`config.mk`:
```
export PLATFORM = sky130hd
export DESIGN_NAME = adder_bist
export DESIGN_NICKNAME = d
export VERILOG_FILES = /design/src/rtl/adder_bist_pkg.sv /design/src/rtl/adder_ref_model.sv /design/src/rtl/adder_bist.sv
export SDC_FILE = /design/constraint.sdc
export NUM_CORES = 1
export LEC_CHECK = 0
export BUFFER_PORTS_ARGS = -buffer_cell sky130_fd_sc_hd__buf_2
export CORE_MARGIN = 10
export CORE_UTILIZATION = 35
export CTS_BUF_LIST = sky130_fd_sc_hd__clkbuf_8
export CTS_CLUSTER_DIAMETER = 30
export DETAILED_ROUTE_END_ITERATION = 10
export MAX_ROUTING_LAYER = met4
export PLACE_DENSITY_LB_ADDON = 0.05
export SYNTH_ARGS = -nofsm -noshare
export SYNTH_HDL_FRONTEND = slang
export SYNTH_SLANG_ARGS = --single-unit
```
`constraint.sdc`:
```
create_clock -name clk -period 4.4 [get_ports clk]
set_clock_uncertainty 0.05 [all_clocks]
set_input_delay 0.66 -clock clk [delete_from_list [all_inputs] [get_ports clk]]
set_output_delay 0.66 -clock clk [all_outputs]
set_load 0.03 [all_outputs]
```
`src/rtl/adder_bist_pkg.sv`:
```
// Shared types and sizing for the adder_bist self-test controller.
// Optional build macro: ADDER_BIST_STOP_ON_FAIL_EN (see adder_bist.sv).
package adder_bist_pkg;

  localparam int DEFAULT_WIDTH = 4;

  typedef enum logic [1:0] {
    IDLE,
    DRIVE,
    SAMPLE,
    DONE
  } state_t;

  // One vector is {A, B, C0}; the error counter is one bit wider than the vector.
  function automatic int vec_w(input int width);
    return 2 * width + 1;
  endfunction

  function automatic int cnt_w(input int width);
    return 2 * width + 2;
  endfunction

endpackage

```
`src/rtl/adder_ref_model.sv`:
```
// Combinational golden adder: {cout, sum} = a + b + cin, WIDTH+1 bits wide.
module adder_ref_model #(
  parameter int WIDTH = 4
) (
  input  logic [WIDTH-1:0] a,
  input  logic [WIDTH-1:0] b,
  input  logic             cin,
  output logic [WIDTH-1:0] sum,
  output logic             cout
);

  assign {cout, sum} = (WIDTH+1)'(a) + (WIDTH+1)'(b) + (WIDTH+1)'(cin);

endmodule

```
`src/rtl/adder_bist.sv`:
```
// Exhaustive BIST sweep for a WIDTH-bit ripple-carry adder: drives every {A,B,C0}
// and checks {C4,F} against a golden sum. Build macro ADDER_BIST_STOP_ON_FAIL_EN
// ends the sweep at the first mismatch instead of running all vectors.
module adder_bist
  import adder_bist_pkg::*;
#(
  parameter int WIDTH = DEFAULT_WIDTH
) (
  input  logic                 clk,
  input  logic                 rst,
  input  logic                 start,
  output logic [WIDTH-1:0]     A,
  output logic [WIDTH-1:0]     B,
  output logic                 C0,
  input  logic [WIDTH-1:0]     F,
  input  logic                 C4,
  output logic                 busy,
  output logic                 done,
  output logic                 pass,
  output logic [2*WIDTH+1:0]   err_cnt,
  output logic [2*WIDTH:0]     first_fail
);

  localparam int VW = vec_w(WIDTH);
  localparam int CW = cnt_w(WIDTH);

  state_t          state;
  logic [VW-1:0]   vec;
  logic [WIDTH-1:0] gold_sum;
  logic            gold_cout;
  logic            mismatch;
  logic            stop_now;

  function automatic logic [CW-1:0] sat_inc(input logic [CW-1:0] v);
    return (&v) ? v : v + CW'(1);
  endfunction

  assign A  = vec[2*WIDTH:WIDTH+1];
  assign B  = vec[WIDTH:1];
  assign C0 = vec[0];

  adder_ref_model #(.WIDTH(WIDTH)) u_ref (
    .a    (A),
    .b    (B),
    .cin  (C0),
    .sum  (gold_sum),
    .cout (gold_cout)
  );

  assign mismatch = ({C4, F} != {gold_cout, gold_sum});

`ifdef ADDER_BIST_STOP_ON_FAIL_EN
  assign stop_now = mismatch;
`else
  assign stop_now = 1'b0;
`endif

  // DRIVE lets the adder settle; SAMPLE compares and steps to the next vector.
  always_ff @(posedge clk) begin
    if (rst) begin
      state      <= IDLE;
      vec        <= '0;
      busy       <= 1'b0;
      done       <= 1'b0;
      pass       <= 1'b0;
      err_cnt    <= '0;
      first_fail <= '0;
    end else begin
      done <= 1'b0;
      case (state)
        IDLE: begin
          if (start) begin
            state      <= DRIVE;
            vec        <= '0;
            err_cnt    <= '0;
            first_fail <= '0;
            pass       <= 1'b0;
            busy       <= 1'b1;
          end
        end
        DRIVE: state <= SAMPLE;
        SAMPLE: begin
          if (mismatch) begin
            err_cnt <= sat_inc(err_cnt);
            if (err_cnt == '0)
              first_fail <= vec;
          end
          // pass must account for the compare happening on this same edge
          if ((&vec) || stop_now) begin
            state <= DONE;
            done  <= 1'b1;
            busy  <= 1'b0;
            pass  <= (err_cnt == '0) && !mismatch;
          end else begin
            vec   <= vec + VW'(1);
            state <= DRIVE;
          end
        end
        DONE:    state <= IDLE;
        default: state <= IDLE;
      endcase
    end
  end

endmodule

```
Word level (Yosys, flattened, before mapping)
Cells that the tools add are included.
{ "totals": {"reg_bits": 33} }
{ "classes": {"muxes": 20, "n_addsub": 4, "bitwise_logic": 1, "n_eq_ne": 10, "n_reduce_logical": 12} }
{ "ops": {"columns": ["cell", "count"], "rows": [
  ["9-bit two-way mux", 4],
  ["9-bit one-hot mux with 2 select lines", 2],
  ["10-bit two-way mux", 3],
  ["10-bit one-hot mux with 2 select lines", 1],
  ["2-bit != test (second input constant)", 6],
  ["10-bit by 1-bit adder with 10-bit output (second input constant)", 1],
  ["10-bit logical NOT", 1],
  ["10-bit AND reduction", 1],
  ["9-bit by 1-bit adder with 9-bit output (second input constant)", 1],
  ["9-bit AND reduction", 1],
  ["2-bit one-hot mux with 4 select lines", 1],
  ["4-bit AND reduction", 2],
  ["3-bit AND reduction", 2],
  ["4-bit by 4-bit adder with 5-bit output", 1],
  ["5-bit by 1-bit adder with 5-bit output", 1],
  ["1-bit two-way mux", 5],
  ["5-bit != test", 1],
  ["2-bit equality test (second input constant)", 2],
  ["2-bit two-way mux", 2],
  ["1-bit one-hot mux with 2 select lines", 2],
  ["2-bit by 1-bit equality test with 1-bit output (second input constant)", 1],
  ["2-bit logical NOT", 1],
  ["2-bit nonzero test", 1],
  ["2-bit OR reduction", 1],
  ["3 further kinds", 3]
]} }

Longest topological paths before layout
{ "logic_depth": {"word_depth": 7, "mapped_depth": 9, "depth_no_buf": 9} }

Cells and area by module
A second synthesis with hierarchy kept.
{ "hier_totals": {"hier_cells": 208, "area_unflattened_um2": 1861.8} }
{ "modules_own_cells": {"columns": ["module", "cells_each", "n_inst", "area_per_inst_um2"], "rows": [
  ["adder_bist", 192, 1, 1717.9],
  ["adder_ref_model", 16, 1, 143.9]
]} }

Least setup slack after synthesis
Ideal clock, no wire load.
{ "synth_path": {"kind": "register to register", "from": "register vec[5]", "to": "register err_cnt[7]", "t_required_ns": 4.215, "setup_ns": 0.135, "n_path_buf": 1, "slack_ns": 1.541, "stages_incl_launch_ff": 9, "t_arrival_ns": 2.674, "cell_sequence": "dfxtp_1 -> fa_1 -> fa_1 -> and3_1 -> or3_4 -> a221oi_4 -> buf_6 -> nand3b_1 -> mux2i_1"} }
{ "synth_between": {"elab_chain_cells": 5} }
{ "synth_rtl": {"columns": ["item", "line", "rtl"], "rows": [
  ["from (decl)", "adder_bist.sv:28", "logic [VW-1:0] vec;"],
  ["from (signal assigned)", "adder_bist.sv:95", "vec <= vec + VW'(1);"],
  ["4-bit by 4-bit adder with 5-bit output", "adder_ref_model.sv:12", "assign {cout, sum} = (WIDTH+1)'(a) + (WIDTH+1)'(b) + (WIDTH+1)'(cin);"],
  ["5-bit by 1-bit adder with 5-bit output", "adder_ref_model.sv:12", null],
  ["5-bit != test", "adder_bist.sv:50", "assign mismatch = ({C4, F} != {gold_cout, gold_sum});"],
  ["2-bit != test (no source line)", null, null],
  ["4-bit AND reduction (no source line)", null, null],
  ["to (signal assigned)", "adder_bist.sv:84", "err_cnt <= sat_inc(err_cnt);"],
  ["to (decl)", "adder_bist.sv:20", "output logic [2*WIDTH+1:0] err_cnt,"]
]} }
No other way between the ends.
A chain may end at the register's enable or synchronous reset.

Final worst setup path
{ "layout_path": {"from": "register vec[5]", "to": "register err_cnt[3]"} }
Same word-level chain as after synthesis.

==> results.toml <==
[run_status]
status = "finished clean"

[finish]
antenna_cells = 0
fill_cells = 582
regArea_sq_um = 661
fin_util = 0.425
num-nets-final = 264
final_layout_size_suffix_gt1_frac = 0.223
multi_input_area_sq_mm = 0.00113
syn_to_final_growth_pct = 17.6

[sta]
tightest_slew_ns = 0.765
setup_violations = 0
fin_hold_ws_ns = 0.404
relSlewSlack = 0.490
fmax_mhz = 315
rsz0062_at_grt = "false"
fin_ws_ns = 1.23
hold_viol = 0
fin_crit_sh = 0.721
setup-tns-final_ns = 0
period_needed_ns = 3.17
maxSlewViolCount = 0

[worst_setup_path]
crit_buf_inv = 0
rr_endpoint = "err_cnt[3]"
r2r_start = "vec[5]"
crit_type = "flip-flop to flip-flop"
cp-startpoint = "vec[5]"
path_cells = "fa_1, fa_1, and3_1, or3_4, a221oi_4, nand2b_1, o22ai_1"
path_common_cell = "fa_1"
critPathTopFamily = "simple AND/OR/NAND/NOR gates"
reg2reg_depth = 7
ff2ff_setup_slack_ns = 1.23
start_kind = "flip-flop"
critical_path_arrival_ns = 3.28
critPathMaxFanout = 16
cp-end-kind = "flip-flop"
crit_slowest_cell = "a221oi_4"
critical_path_required_ns = 4.51
max_stage_delay_ns = 0.66

[placement]
preCtsSetupSlack_ns = 1.22
dp_hpwl_um = 3740
portBuffers = 38
place.gp.congestion = 0.755

[clock_tree]
cts_tree = "done"
root_buffer = "clkbuf_8"
cts_setup_buffers = 0
clkLatencyLatePin_ns = 0.28
htreeDepth = 2
cts.sinks = 33
cts-buffers-inserted = 5
postCtsHoldBufs = 0
ctsResizeCount = 0
path_clk_slew_ns = 0.07
cts_buffer_depth = 2

[floorplan]
initial_core_util = 0.361
die_area_sq_mm = 0.00862
die_y_um = 92.8
num_rows = 26
io_pins = 39
core_sq_mm = 0.00514
die_w_um = 92.8

[flow_run]
maxCapViolCount = 0

[hold_path]
whs_endpoint = "first_fail[3]"
min_from = "first_fail[3]"
min_path_cells = 2
hold_path_class = "flip-flop to flip-flop"

[logic_synthesis]
syn_inst = 208
synth_edf_count = 0
ys_async_sr_fraction = 0
seq_area_frac_synth = 0.356
netlist_area_sq_mm = 0.00186
syn_area_per_cell_sq_um = 8.93
ys_ff_latch = 33
synth_nets = 225
ys.flop_type = "dfxtp_1"
ys_warn_count = 0
ys_types = 45

[detailed_routing]
wl_per_cell_um = 15.8
viasPerCell = 5.07
drt_iter0_drc = 122
drc = 0
drtPass1Iterations = 4
vias = 1606
postRouteAntennaNets = 0
wl_um = 5000

[power]
total_power_mw = 0.595
ir_drop_uv = 128
leakage_nw = 0.912
power.density_mw_per_mm2 = 273

[grt]
grt_pass1_wl_um = 8240
track_usage = 0.119
grt_max_degree = 18
antenna_found_initial = 0
first_global_vias = 1597
grt_overflow = 0
-- cell usage in the layout, fill, tap and decap left out, types with 6 or more instances in the layout --
cell type,count
buf_2,38
dfxtp_1,33
nand2_1,28
nor2_1,18
nand3_1,12
mux2i_1,12
a21oi_1,11
inv_1,9
ha_1,7
clkbuf_8,6
-- per-stage QoR --
step	cell area, sq um	std cells
6_report	2180	317
5_1_grt	2180	317
3_5_place_dp	2100	310
2_1_floorplan	1860	208
3_3_place_gp	2100	310
4_1_cts	2180	317
-- metal layers --
layer  routed length [um]  share of wire  vias to the layer above  track usage
met4                   55          0.011                        0       0.0308
met2                 2100           0.42                       36        0.164
met1                 2650           0.53                      742        0.169
met3                  196          0.039                        5       0.0291
met5                    0              0                        -            -
li1                     -              -                      823            -
-- tightest hold or removal path, stage by stage, from the launching register on --
cell and delay [ns]:
dfxtp_1 0.31, nand2_1 0.05, mux2i_1 0.05
-- where the power goes --
| group | switching (mW) | internal, mW |
|---|---|---|
| Combinational | 0.0372 | 0.0192 |
| Sequential | 0.00424 | 0.301 |
| Clock | 0.111 | 0.122 |
-- synth_stat cells, drive strengths merged, types with 2 or more instances --
master / number / share of area
dfxtp: 33 / 0.36
nand2: 28 / 0.057
nor2: 20 / 0.046
mux2i: 12 / 0.065
nand3: 12 / 0.032
a21oi: 11 / 0.030
inv: 8 / 0.016
ha: 7 / 0.047
o21ai: 7 / 0.021
and3: 5 / 0.017
nor3: 5 / 0.013
xnor2: 5 / 0.024
clkbuf: 4 / 0.0081
nand2b: 4 / 0.013
nand4: 4 / 0.017
o31ai: 4 / 0.016
o32ai: 4 / 0.035
xor2: 4 / 0.019
a21o: 3 / 0.012
a22oi: 2 / 0.0081
a31oi: 2 / 0.0067
a41oi: 2 / 0.0094
and2: 2 / 0.0067
buf: 2 / 0.012
fa: 2 / 0.022
o311ai: 2 / 0.0094
-- state kept, by name (all words and copies together), names as in the netlist --
name / flops
busy: 1
done: 1
vec: 9
state: 2
pass: 1
err_cnt: 10
first_fail: 9
-- kinds of logic (layout without fill, tap and decap cells) --
logic type / after synthesis / after routing / synth area share
muxes: 12 / 12 / 0.0647
buffers and inverters: 14 / 53 / 0.0364
and+or+nand+nor: 88 / 88 / 0.239
adders and majority gates: 9 / 9 / 0.0687
xor gates and xnor gates: 10 / 10 / 0.0546
AOI/OAI and AO/OA: 42 / 42 / 0.181
DFF: 33 / 33 / 0.356
-- final cells by class --
cell class                      count  share of cell area
Clock buffer                        6              0.0378
Clock inverter                      1             0.00172
Inverter                            8              0.0138
Multi-Input combinational cell    161               0.517
Sequential cell                    33               0.303
Tap cell                           70              0.0401
Timing Repair Buffer               38              0.0871
-- how the worst max path moves through the flow --
stage	endpoint	slack [ns]	depth (start not counted)
6_report	err_cnt[3]	1.23	7
5_1_grt	err_cnt[6]	1.09	7
4_1_cts	err_cnt[3]	1.22	7
3_5_place_dp	err_cnt[1]	1.22	7
3_3_place_gp	err_cnt[6]	1.27	7
2_1_floorplan	err_cnt[7]	1.54	8
Power figures use the tool's default switching activity.
